`src/rtl/r4_butterfly_pipe_if.sv`:
```
`default_nettype none
// ============================================================================
//  Module      : r4_butterfly_pipe_if
//  Description : Handshake and data bundle for the pipelined radix-4
//                butterfly. The master side drives the input samples, the
//                mode bits and out_ready. The slave side (the butterfly)
//                drives in_ready, the results, out_valid and busy.
//  Ports       : in_valid/in_ready   input handshake
//                inv_i, scale_i      per-transaction mode (forward/inverse, /4)
//                xr0..xr3, xi0..xi3  input samples, W bits signed
//                out_valid/out_ready output handshake
//                Xr0..Xr3, Xi0..Xi3  results, OW = W+2 bits signed
//                busy                any pipeline stage holds valid data
//  Revision    : 1.0  initial release
// ============================================================================
interface r4_butterfly_pipe_if #(
   parameter int W = 8
);
   localparam int OW = W + 2;

   logic                 in_valid;
   logic                 in_ready;
   logic                 inv_i;
   logic                 scale_i;
   logic signed [W-1:0]  xr0, xr1, xr2, xr3;
   logic signed [W-1:0]  xi0, xi1, xi2, xi3;
   logic                 out_valid;
   logic                 out_ready;
   logic signed [OW-1:0] Xr0, Xr1, Xr2, Xr3;
   logic signed [OW-1:0] Xi0, Xi1, Xi2, Xi3;
   logic                 busy;

   modport master (
      output in_valid, inv_i, scale_i,
      output xr0, xr1, xr2, xr3, xi0, xi1, xi2, xi3,
      output out_ready,
      input  in_ready, out_valid, busy,
      input  Xr0, Xr1, Xr2, Xr3, Xi0, Xi1, Xi2, Xi3
   );

   modport slave (
      input  in_valid, inv_i, scale_i,
      input  xr0, xr1, xr2, xr3, xi0, xi1, xi2, xi3,
      input  out_ready,
      output in_ready, out_valid, busy,
      output Xr0, Xr1, Xr2, Xr3, Xi0, Xi1, Xi2, Xi3
   );
endinterface
`default_nettype wire

```
`src/rtl/r4_butterfly_pipe.sv`:
```
`default_nettype none
// ============================================================================
//  Module      : r4_butterfly_pipe
//  Description : Two-stage pipelined radix-4 complex butterfly with a
//                valid/ready handshake. Stage 1 forms the radix-2 partial
//                sums/differences, stage 2 combines them with the +/-j
//                twiddle chosen per transaction and optionally divides by 4
//                (arithmetic shift, floor). Full precision, no overflow.
//                The whole pipeline stalls together when the output is
//                held and not taken downstream.
//  Ports       : wb_clk_i  clock, rising edge
//                wb_rst_i  asynchronous active-high reset
//                bus       r4_butterfly_pipe_if.slave (handshakes, samples,
//                          mode bits, results, busy)
//  Revision    : 1.0  initial release
// ============================================================================
module r4_butterfly_pipe #(
   parameter int W = 8
) (
   input  logic               wb_clk_i,
   input  logic               wb_rst_i,
   r4_butterfly_pipe_if.slave bus
);
   localparam int OW = W + 2;
   localparam int NS = 4;

   // ---------------------------------------------------------------- control
   logic v1_q, v2_q;
   logic en;
   logic accept;

   // A single enable for every stage: the pipeline only moves when the
   // output register is empty or being drained this cycle.
   assign en            = !v2_q || bus.out_ready;
   assign accept        = bus.in_valid && en;
   assign bus.in_ready  = en;
   assign bus.out_valid = v2_q;
   assign bus.busy      = v1_q || v2_q;

   // ---------------------------------------------------------------- stage 1
   logic signed [W:0]  xr_e [NS];
   logic signed [W:0]  xi_e [NS];
   logic signed [W:0]  s_r_d [NS];
   logic signed [W:0]  s_i_d [NS];
   logic signed [W:0]  s_r_q [NS];
   logic signed [W:0]  s_i_q [NS];
   logic               inv1_q;
   logic               scale1_q;

   assign xr_e[0] = {bus.xr0[W-1], bus.xr0};
   assign xr_e[1] = {bus.xr1[W-1], bus.xr1};
   assign xr_e[2] = {bus.xr2[W-1], bus.xr2};
   assign xr_e[3] = {bus.xr3[W-1], bus.xr3};
   assign xi_e[0] = {bus.xi0[W-1], bus.xi0};
   assign xi_e[1] = {bus.xi1[W-1], bus.xi1};
   assign xi_e[2] = {bus.xi2[W-1], bus.xi2};
   assign xi_e[3] = {bus.xi3[W-1], bus.xi3};

   always_comb begin
      s_r_d[0] = xr_e[0] + xr_e[2];
      s_r_d[1] = xr_e[0] - xr_e[2];
      s_r_d[2] = xr_e[1] + xr_e[3];
      s_r_d[3] = xr_e[1] - xr_e[3];
      s_i_d[0] = xi_e[0] + xi_e[2];
      s_i_d[1] = xi_e[0] - xi_e[2];
      s_i_d[2] = xi_e[1] + xi_e[3];
      s_i_d[3] = xi_e[1] - xi_e[3];
   end

   // ---------------------------------------------------------------- stage 2
   logic signed [OW-1:0] a_r [NS];
   logic signed [OW-1:0] a_i [NS];
   logic signed [OW-1:0] sum_r [NS];
   logic signed [OW-1:0] sum_i [NS];
   logic signed [OW-1:0] x_r_d [NS];
   logic signed [OW-1:0] x_i_d [NS];
   logic signed [OW-1:0] x_r_q [NS];
   logic signed [OW-1:0] x_i_q [NS];

   // Widen the stage-1 terms to the output width before the second add.
   for (genvar k = 0; k < NS; k++) begin : g_s_ext
      assign a_r[k] = {s_r_q[k][W], s_r_q[k]};
      assign a_i[k] = {s_i_q[k][W], s_i_q[k]};
   end

   always_comb begin
      sum_r[0] = a_r[0] + a_r[2];
      sum_i[0] = a_i[0] + a_i[2];
      sum_r[2] = a_r[0] - a_r[2];
      sum_i[2] = a_i[0] - a_i[2];
      if (!inv1_q) begin
         // X1 = s1 - j*s3, X3 = s1 + j*s3
         sum_r[1] = a_r[1] + a_i[3];
         sum_i[1] = a_i[1] - a_r[3];
         sum_r[3] = a_r[1] - a_i[3];
         sum_i[3] = a_i[1] + a_r[3];
      end else begin
         // X1 = s1 + j*s3, X3 = s1 - j*s3
         sum_r[1] = a_r[1] - a_i[3];
         sum_i[1] = a_i[1] + a_r[3];
         sum_r[3] = a_r[1] + a_i[3];
         sum_i[3] = a_i[1] - a_r[3];
      end
      for (int k = 0; k < NS; k++) begin
         x_r_d[k] = scale1_q ? (sum_r[k] >>> 2) : sum_r[k];
         x_i_d[k] = scale1_q ? (sum_i[k] >>> 2) : sum_i[k];
      end
   end

   // --------------------------------------------------------------- registers
   // Data registers load whenever the pipeline moves, valid or not; the
   // valid bits alone decide whether their contents mean anything.
   always_ff @(posedge wb_clk_i or posedge wb_rst_i) begin
      if (wb_rst_i) begin
         v1_q     <= 1'b0;
         v2_q     <= 1'b0;
         inv1_q   <= 1'b0;
         scale1_q <= 1'b0;
         for (int k = 0; k < NS; k++) begin
            s_r_q[k] <= '0;
            s_i_q[k] <= '0;
            x_r_q[k] <= '0;
            x_i_q[k] <= '0;
         end
      end else if (en) begin
         v1_q     <= accept;
         v2_q     <= v1_q;
         inv1_q   <= bus.inv_i;
         scale1_q <= bus.scale_i;
         for (int k = 0; k < NS; k++) begin
            s_r_q[k] <= s_r_d[k];
            s_i_q[k] <= s_i_d[k];
            x_r_q[k] <= x_r_d[k];
            x_i_q[k] <= x_i_d[k];
         end
      end
   end

   assign bus.Xr0 = x_r_q[0];
   assign bus.Xr1 = x_r_q[1];
   assign bus.Xr2 = x_r_q[2];
   assign bus.Xr3 = x_r_q[3];
   assign bus.Xi0 = x_i_q[0];
   assign bus.Xi1 = x_i_q[1];
   assign bus.Xi2 = x_i_q[2];
   assign bus.Xi3 = x_i_q[3];

endmodule
`default_nettype wire

```
`src/flat_wrapper.sv`:
```
// flat-port wrapper written by rule: the top's interface ports become plain ports
module r4_butterfly_pipe_flat 
#(
   parameter int W = 8
)
  (wb_clk_i, wb_rst_i, bus_in_valid, bus_inv_i, bus_scale_i, bus_xr0, bus_xr1, bus_xr2, bus_xr3, bus_xi0, bus_xi1, bus_xi2, bus_xi3, bus_out_ready, bus_in_ready, bus_out_valid, bus_busy, bus_Xr0, bus_Xr1, bus_Xr2, bus_Xr3, bus_Xi0, bus_Xi1, bus_Xi2, bus_Xi3);
  r4_butterfly_pipe_if #(.W(W)) bus_i ();
  input  logic wb_clk_i;
  input  logic wb_rst_i;
  input wire logic [$bits(bus_i.in_valid)-1:0] bus_in_valid;
  input wire logic [$bits(bus_i.inv_i)-1:0] bus_inv_i;
  input wire logic [$bits(bus_i.scale_i)-1:0] bus_scale_i;
  input wire logic [$bits(bus_i.xr0)-1:0] bus_xr0;
  input wire logic [$bits(bus_i.xr1)-1:0] bus_xr1;
  input wire logic [$bits(bus_i.xr2)-1:0] bus_xr2;
  input wire logic [$bits(bus_i.xr3)-1:0] bus_xr3;
  input wire logic [$bits(bus_i.xi0)-1:0] bus_xi0;
  input wire logic [$bits(bus_i.xi1)-1:0] bus_xi1;
  input wire logic [$bits(bus_i.xi2)-1:0] bus_xi2;
  input wire logic [$bits(bus_i.xi3)-1:0] bus_xi3;
  input wire logic [$bits(bus_i.out_ready)-1:0] bus_out_ready;
  output wire logic [$bits(bus_i.in_ready)-1:0] bus_in_ready;
  output wire logic [$bits(bus_i.out_valid)-1:0] bus_out_valid;
  output wire logic [$bits(bus_i.busy)-1:0] bus_busy;
  output wire logic [$bits(bus_i.Xr0)-1:0] bus_Xr0;
  output wire logic [$bits(bus_i.Xr1)-1:0] bus_Xr1;
  output wire logic [$bits(bus_i.Xr2)-1:0] bus_Xr2;
  output wire logic [$bits(bus_i.Xr3)-1:0] bus_Xr3;
  output wire logic [$bits(bus_i.Xi0)-1:0] bus_Xi0;
  output wire logic [$bits(bus_i.Xi1)-1:0] bus_Xi1;
  output wire logic [$bits(bus_i.Xi2)-1:0] bus_Xi2;
  output wire logic [$bits(bus_i.Xi3)-1:0] bus_Xi3;
  assign bus_i.in_valid = bus_in_valid;
  assign bus_i.inv_i = bus_inv_i;
  assign bus_i.scale_i = bus_scale_i;
  assign bus_i.xr0 = bus_xr0;
  assign bus_i.xr1 = bus_xr1;
  assign bus_i.xr2 = bus_xr2;
  assign bus_i.xr3 = bus_xr3;
  assign bus_i.xi0 = bus_xi0;
  assign bus_i.xi1 = bus_xi1;
  assign bus_i.xi2 = bus_xi2;
  assign bus_i.xi3 = bus_xi3;
  assign bus_i.out_ready = bus_out_ready;
  assign bus_in_ready = bus_i.in_ready;
  assign bus_out_valid = bus_i.out_valid;
  assign bus_busy = bus_i.busy;
  assign bus_Xr0 = bus_i.Xr0;
  assign bus_Xr1 = bus_i.Xr1;
  assign bus_Xr2 = bus_i.Xr2;
  assign bus_Xr3 = bus_i.Xr3;
  assign bus_Xi0 = bus_i.Xi0;
  assign bus_Xi1 = bus_i.Xi1;
  assign bus_Xi2 = bus_i.Xi2;
  assign bus_Xi3 = bus_i.Xi3;
  r4_butterfly_pipe #(.W(W)) u_core (.wb_clk_i(wb_clk_i), .wb_rst_i(wb_rst_i), .bus(bus_i));
endmodule
```
`config.mk`:
```
export PLATFORM = sky130hd
export DESIGN_NAME = r4_butterfly_pipe_flat
export DESIGN_NICKNAME = d
export VERILOG_FILES = /design/src/rtl/r4_butterfly_pipe_if.sv /design/src/rtl/r4_butterfly_pipe.sv /design/src/flat_wrapper.sv
export SDC_FILE = /design/constraint.sdc
export NUM_CORES = 1
export LEC_CHECK = 0
export ABC_AREA = 1
export BUFFER_PORTS_ARGS = -buffer_cell sky130_fd_sc_hd__clkbuf_2
export CAP_MARGIN = 20
export CORE_MARGIN = 5
export CORE_UTILIZATION = 35
export CTS_CLUSTER_SIZE = 16
export DETAILED_ROUTE_END_ITERATION = 10
export PLACE_DENSITY_LB_ADDON = 0.25
export SLEW_MARGIN = 20
export SYNTH_ARGS = -nofsm -noshare
export SYNTH_HDL_FRONTEND = slang
export SYNTH_SLANG_ARGS = --single-unit
```
`constraint.sdc`:
```
create_clock -name wb_clk_i -period 5.15 [get_ports wb_clk_i]
set_input_delay 1.03 -clock wb_clk_i [delete_from_list [all_inputs] [get_ports wb_clk_i]]
set_output_delay 1.03 -clock wb_clk_i [all_outputs]
set_load 0.1 [all_outputs]
```
==> flow_summary_export.csv, run 1 <==
group,metric,value,unit
pwr,p_per_area,636.5,nW/um^2
synthesis,yosys_most_used_dff,"dfrtp_1",
sta,setup_tns,0,ps
synthesis,synthMuxAreaShare,0,
floorplanning,chipWidth,197.1,um
cells_and_area,layout-drive-gt1-share,0.1246,
global_route,grtUsageTotal,0.1993,
floorplanning,num_io_pins,153,
critical_path,reg2reg_from,"u_core.a_r[0]",
sta,finalMaxSlewViolations,0,
synthesis,async_flop_share,1.000,
synthesis,synth_cells,1707,
global_route,grt_max_degree,92,
floorplanning,coreArea,34540,sq um
critical_path,crit_required,4120,ps
critical_path,crit_path_top_delay_cell,"clkbuf_2",
global_route,overflow,0,
detailed_routing,drtAntennaViolNets,0,
synthesis,syn_area_per_cell,7.179,sq um
pwr,finalPower,8.921,mW
global_route,grt_pass1_vias,11330,
detailed_routing,first_pass_iters,7,
detailed_routing,drt_wl_total,38.52,mm
detailed_routing,vias,11570,
clocking,cts_buffers,17,
synthesis,synth_edf_count,0,
pwr,vdd_drop_max,0.5724,mV
detailed_routing,post_drt_wl_per_cell,16.74,um
global_route,grt_antenna_before_repair,0,
sta,rsz0062_at_grt,"no",
synthesis,synth_compound_area_frac,0.1245,
placement,port_buffers,152,
min_path,hold_end,"u_core.bus.out_valid",
pwr,power_frac_comb,0.622,
clocking,htree_levels,4,
sta,post-route-min-period,2771,ps
synthesis,synth_xor_xnor_area_share,0.02216,
detailed_routing,drt-vias-per-instance,5.028,
sta,fin_crit_sh,0.5380,
synthesis,synth_top_family_by_area,"simple AND/OR/NAND/NOR gates",
cells_and_area,areaGrowthSynthToFinish,14.37,%
clocking,postCtsSetupBuffers,0,
clocking,cts_buffer_depth,2,
critical_path,critPathKind,"primary input to output pin",
clocking,cts_hold_buf,0,
critical_path,path_cells,"clkbuf_2 -> nor2_4 -> inv_2 -> clkbuf_2",
synthesis,syn-cell-area,12250,sq um
synthesis,yosysWarnings,0,
cells_and_area,diodes,0,
critical_path,crit_path_max_fanout,3,
pwr,p_clk_frac,0.149,
detailed_routing,drc,0,
critical_path,r2r-end,"u_core.bus.Xi3[8]",
floorplanning,dieArea,38850,sq um
clocking,clock_latency,440,ps
outcome,status,"complete, no violations",
placement,place_congestion,0.9228,
floorplanning,start_util,0.3548,
pwr,p_sw,5.316,mW
critical_path,cp.buffers_inverters,3,
cells_and_area,final_cell_mix,"nand2_1, nand3_1, inv_1",
critical_path,worst_setup_path_end_kind,"output pin",
clocking,cts_tree,"built",
floorplanning,die_height,197.1,um
critical_path,r2r_setup_slack,2850,ps
clocking,ctsResizeCount,0,
min_path,min_path_cells,2,
clocking,cts-root-buf,"clkbuf_16",
sta,slew_headroom,0.4225,
critical_path,cp.arrival,1740,ps
pwr,power.internal,3.604,mW
clocking,path_clk_slew,60,ps
critical_path,startpoint_type,"primary input",
synthesis,synth_cell_type_count,44,
sta,finalSetupViolations,0,
sta,worst_slew_pin_slew,866.2,ps
clocking,cts.sinks,152,
synthesis,synthAdderAreaFrac,0.1650,
critical_path,r2r_cells,12,
sta,fmax,360.9,MHz
synthesis,yosys.area_share.simple,0.2883,
placement,dp_hpwl,30.45,mm
floorplanning,row_count,68,
job,maxCapViolCount,0,
synthesis,ys_seq_area_frac,0.3104,
min_path,hold_start,"u_core.v1_q",
critical_path,crit_top_cell,"clkbuf_2",
sta,finalHoldViolCount,0,
synthesis,synthesis.nets,1929,
synthesis,ys_ff_latch,152,
sta,skew,12.88,ps
cells_and_area,nNetsFinal,2056,
detailed_routing,drt_iter0_drc,787,
min_path,hp-class,"register to register",
pwr,seq_power_share,0.229,
pwr,switching_share,0.5960,
cells_and_area,layout_commonest_cell,"nand2_1",
global_route,grt_pass1_wl,62.32,mm
critical_path,cpPeakStageDelay,490,ps
pwr,leakage,7.519,nW
critical_path,cp_top_family,"buffers and inverters",
[metal layers]
| layer | global-route usage | wire (um) | up-vias |
|---|---|---|---|
| li1 | - | - | 5824 |
| met4 | 0.03647 | 416 | 0 |
| met1 | 0.2940 | 19360 | 5436 |
| met2 | 0.3186 | 17120 | 279 |
| met5 | 0 | 0 | - |
| met3 | 0.02371 | 1621 | 31 |
[final cells by class]
cell class | instances | area, sq um
fillers | 3713 | 20530
multi-input cells | 1281 | 7360
flip-flops and latches | 152 | 3804
repair buffers | 164 | 850.8
inverters | 218 | 823.3
well taps | 455 | 569.3
clock buffers | 18 | 439.2
clock inverters | 13 | 168.9
[metrics by stage]
stage / hold slack, ps / instance area, sq um / setup slack, ps / std cells / util
3_5_place_dp: 449.6 / 13410 / 2318 / 2270 / 0.3881
6_report: 462.6 / 14010 / 2379 / 2301 / 0.4057
3_3_place_gp: 444.3 / 13410 / 2342 / 2270 / 0.3881
4_1_cts: 465.7 / 14010 / 2365 / 2301 / 0.4057
2_1_floorplan: 431.4 / 12250 / 26.90 / 1707 / -
5_1_grt: 501.6 / 14010 / 2348 / 2301 / 0.4057
[worst register-to-register path, delay by kind of cell (launching register included)]
kind,cells,cell delay (ps)
AND/OR/NAND/NOR,8,890
AO/OA/AOI/OAI,1,210
buffers and inverters,1,60
flip-flops,1,440
adder cells (fa/ha/maj),2,600
[power groups by stage]
stage | logic (mW) | clock network (mW) | registers (mW)
6_report | 5.55 | 1.33 | 2.04
3_3_place_gp | 5.52 | 0 | 2.06
3_5_place_dp | 5.54 | 0 | 2.06
4_1_cts | 5.56 | 1.35 | 2.05
2_1_floorplan | 2.23 | 0 | 4.15
5_1_grt | 6.02 | 1.40 | 2.09
[cell usage after synthesis (2+ instances only)]
cell type / n / share of area
or2_2: 15 / 0.0077
o211ai_1: 14 / 0.0086
nor2_2: 2 / 0.0010
nor3_1: 12 / 0.0049
dfrtp_1: 152 / 0.31
xor2_1: 27 / 0.019
nand3b_1: 3 / 0.0018
nand4_1: 9 / 0.0046
o22ai_1: 4 / 0.0020
o21ai_2: 5 / 0.0036
a221oi_1: 5 / 0.0036
a21oi_1: 88 / 0.036
o21bai_1: 12 / 0.0074
a21o_1: 4 / 0.0025
inv_1: 213 / 0.065
a32oi_1: 2 / 0.0014
o21a_1: 4 / 0.0025
inv_2: 5 / 0.0015
fa_1: 16 / 0.026
o21ai_0: 105 / 0.043
or2_1: 6 / 0.0031
nor2_1: 91 / 0.028
o21ai_1: 3 / 0.0012
clkbuf_2: 3 / 0.0012
nor4_1: 5 / 0.0026
nand3_1: 225 / 0.092
o221ai_1: 4 / 0.0029
nand2_1: 462 / 0.14
a21oi_2: 5 / 0.0036
o31a_1: 2 / 0.0014
buf_4: 5 / 0.0031
clkbuf_1: 14 / 0.0043
a22oi_1: 2 / 0.0012
buf_1: 3 / 0.00092
ha_1: 136 / 0.14
a31oi_1: 5 / 0.0026
xnor2_1: 4 / 0.0029
buf_2: 29 / 0.012
[worst max path at each step]
stage,start,end,slack [ps],cells past startpoint
floorplan,wb_rst_i,u_core.a_i[0],30,1
global placement,bus_out_ready,u_core.bus.Xr0[3],2340,6
detailed placement,bus_xr0[0],u_core.a_r[28],2320,15
CTS,bus_out_ready,bus_in_ready,2360,4
global route,bus_out_ready,bus_in_ready,2350,4
finish,bus_out_ready,bus_in_ready,2380,4
[logic make-up after synthesis]
| family | count (synthesis) |
|---|---|
| xor gates and xnor gates | 31 |
| adders and majority gates | 152 |
| and+or+nand+nor | 832 |
| DFF | 152 |
| buffers and inverters | 274 |
| AOI/OAI and AO/OA | 266 |
Note: power is estimated with default switching activity, not from simulation.
==> run 2: changes to the inputs <==
- ABC_AREA: 1 -> 0
- clock period: 5.15 -> 2.46 ns (I/O delays scaled with it)
==> flow_summary_export.csv, run 2 <==
group,metric,value,unit
pwr,leakage,7.104,nW
synthesis,synth_cell_type_count,73,
sta,worst_slew_pin_slew,688.4,ps
synthesis,synth.most_common_cell,"dfrtp_1",
sta,slew_headroom,0.5394,
synthesis,syn-cell-area,12490,sq um
critical_path,crit_path_top_delay_cell,"or4_4",
pwr,seq_power_share,0.202,
detailed_routing,route.met3.wl,2.055,mm
cells_and_area,num-fill-cells,3603,
cells_and_area,multi_input_area,8082,sq um
pwr,p_per_area,1332,nW/um^2
synthesis,yosys_most_used_dff,"dfrtp_1",
pwr,finalPower,20.20,mW
synthesis,synth_common_cells,"dfrtp_1, inv_1, ha_1",
critical_path,crit_path_max_fanout,5,
clocking,clock_latency,440,ps
detailed_routing,met2_length,17.98,mm
critical_path,critPathKind,"register to register",
synthesis,ys_ff_latch,152,
cells_and_area,final_cells,2154,
sta,fin_crit_sh,1.016,
synthesis,yosys.area_share.simple,0.1731,
floorplanning,coreArea,35400,sq um
detailed_routing,vias,11520,
min_path,hp-class,"primary input to register",
detailed_routing,drt_wl_total,39.22,mm
pwr,switching_share,0.5712,
sta,finalMaxSlewViolations,0,
clocking,cts_tree,"built",
global_route,grt_pass1_wl,62.01,mm
cells_and_area,layout-drive-gt1-share,0.2134,
global_route,grt_antenna_before_repair,1,
global_route,grt_max_degree,69,
clocking,cts_buffers,17,
detailed_routing,drt-vias-per-instance,5.349,
placement,place_area,14290,sq um
pwr,vdd_drop_max,1.028,mV
floorplanning,num_io_pins,153,
synthesis,async_flop_share,1.000,
detailed_routing,m1WireLength,18.77,mm
clocking,cts.sinks,152,
cells_and_area,areaGrowthSynthToFinish,21.45,%
synthesis,synth_compound_area_frac,0.2328,
outcome,violations,"setup timing",
clocking,cts_buffer_depth,2,
placement,port_buffers,152,
floorplanning,dieArea,39550,sq um
synthesis,synth_top_family_by_area,"compound AO/OA/AOI/OAI gates",
synthesis,yosysTopAreaCell,"dfrtp_1",
critical_path,crit_required,2800,ps
critical_path,worst_setup_path_end_kind,"register",
synthesis,yosysWarnings,0,
detailed_routing,drc,0,
floorplanning,chipWidth,198.9,um
clocking,path_clk_slew,70,ps
detailed_routing,post_drt_wl_per_cell,18.21,um
synthesis,synth_cells,1491,
synthesis,synth_top_area_frac,0.3046,
cells_and_area,regArea,3807,sq um
cells_and_area,layout_commonest_cell,"clkbuf_2",
synthesis,synthAdderAreaFrac,0.1619,
placement,preCtsSetupSlack,-74.93,ps
critical_path,cpPeakStageDelay,530,ps
global_route,overflow,0,
critical_path,cp.buffers_inverters,1,
critical_path,path_cells,"inv_1 -> ha_1 -> nand2b_4 -> a2111o_1 -> a31oi_4 -> nor4_2 -> or4_4 -> a221oi_2",
sta,skew,11.68,ps
synthesis,synth_edf_count,0,
synthesis,synth_xor_xnor_area_share,0.03998,
global_route,grtUsageTotal,0.1966,
synthesis,synth_area_leaders,"dfrtp_1, ha_1, a21oi_1, inv_1, nor2_1",
pwr,power_frac_comb,0.671,
floorplanning,start_util,0.3527,
synthesis,synthesis.nets,1713,
placement,place_congestion,0.9098,
placement,dp_hpwl,31.50,mm
synthesis,ys_seq_area_frac,0.3046,
cells_and_area,fin_area,15160,sq um
sta,post-route-min-period,2500,ps
cells_and_area,nNetsFinal,1902,
detailed_routing,drt_iter0_drc,642,
floorplanning,row_count,69,
sta,finalSetupViolations,1,
floorplanning,die_height,198.9,um
synthesis,syn_area_per_cell,8.374,sq um
cells_and_area,final_cell_mix,"clkbuf_2, dfrtp_1, inv_1",
pwr,p_sw,11.54,mW
critical_path,startpoint_type,"register",
placement,dp.cells,2113,
detailed_routing,top_layer,"met4",
clocking,htree_levels,4,
sta,fmax,400.0,MHz
detailed_routing,first_pass_iters,5,
pwr,p_clk_frac,0.127,
pwr,power.internal,8.664,mW
sta,finalHoldViolCount,0,
critical_path,cp.arrival,2840,ps
synthesis,synthMuxAreaShare,0.01844,
detailed_routing,drtAntennaViolNets,0,
sta,setup_slack,-40.08,ps
cells_and_area,utilization,0.4284,
clocking,cts-root-buf,"clkbuf_16",
outcome,status,"complete, but fails checks",
job,maxCapViolCount,0,
global_route,grt_pass1_vias,11320,
sta,rsz0062_at_grt,"yes",
critical_path,cp_top_family,"compound AO/OA/AOI/OAI gates",
[run 2: area by class of cell]
type	instances	area share
clock inverters	13	0.007261
multi-input cells	1112	0.5330
clock buffers	18	0.02896
diodes	1	0.0001650
repair buffers	253	0.1055
well taps	461	0.03804
inverters	144	0.03606
flip-flops and latches	152	0.2511
[run 2: through the flow]
step,TNS (ps),hold WS (ps)
final,-40.08,259.1
after global routing,-499.8,242.3
after CTS,0,242.0
after detailed placement,-206.6,449.1
after global placement,-30.25,449.4
after floorplan,-113.8,443.8
[run 2: what timing repair did]
item,CTS,global route
hold endpoints to repair,7,0
hold buffers,1,0
gates resized for setup,6,56
setup buffers,3,5
setup endpoints to repair,9,37
pin swaps,2,15
[run 2: worst paths after layout]
| path | slack, ps | end | cells past startpoint | startpoint |
|---|---|---|---|---|
| max in group asynchronous | 1070 | u_core.bus.Xr2[0] | 5 | wb_rst_i |
| worst min-delay path | 260 | u_core.v1_q | 3 | bus_in_valid |
| worst max register to register | -40 | u_core.bus.Xr3[7] | 8 | u_core.a_i[1] |
| worst max-delay path | -40 | u_core.bus.Xr3[7] | 8 | u_core.a_i[1] |
| worst min register to register | 480 | u_core.bus.Xr1[1] | 2 | u_core.bus.Xr1[1] |
| min in group asynchronous | 540 | u_core.bus.Xi0[7] | 3 | wb_rst_i |
[run 2: per-layer routing]
layer	up-vias	global-route usage
met3	22	0.02879
met4	0	0.03774
met2	295	0.3181
met1	5549	0.2825
li1	5655	-
met5	-	0
[run 2: power by group through the flow]
stage	logic, mW	clock network (mW)	registers (mW)
floorplan	5.24	0	8.76
global placement	13.1	0	4.12
detailed placement	13.1	0	4.15
CTS	13.2	2.61	4.10
global route	14.5	2.72	4.20
finish	13.6	2.57	4.08
[run 2: kinds of logic after synthesis]
group / after synthesis
xor+xnor: 57
compound gates: 440
buf+inv: 227
mux: 22
flops: 152
fa+ha+maj: 152
simple gates: 441
[run 2: tightest hold or removal path, cell delays in order]
cell and delay, ps:
clkbuf_2 80, nand2_1 40, nand2_1 50
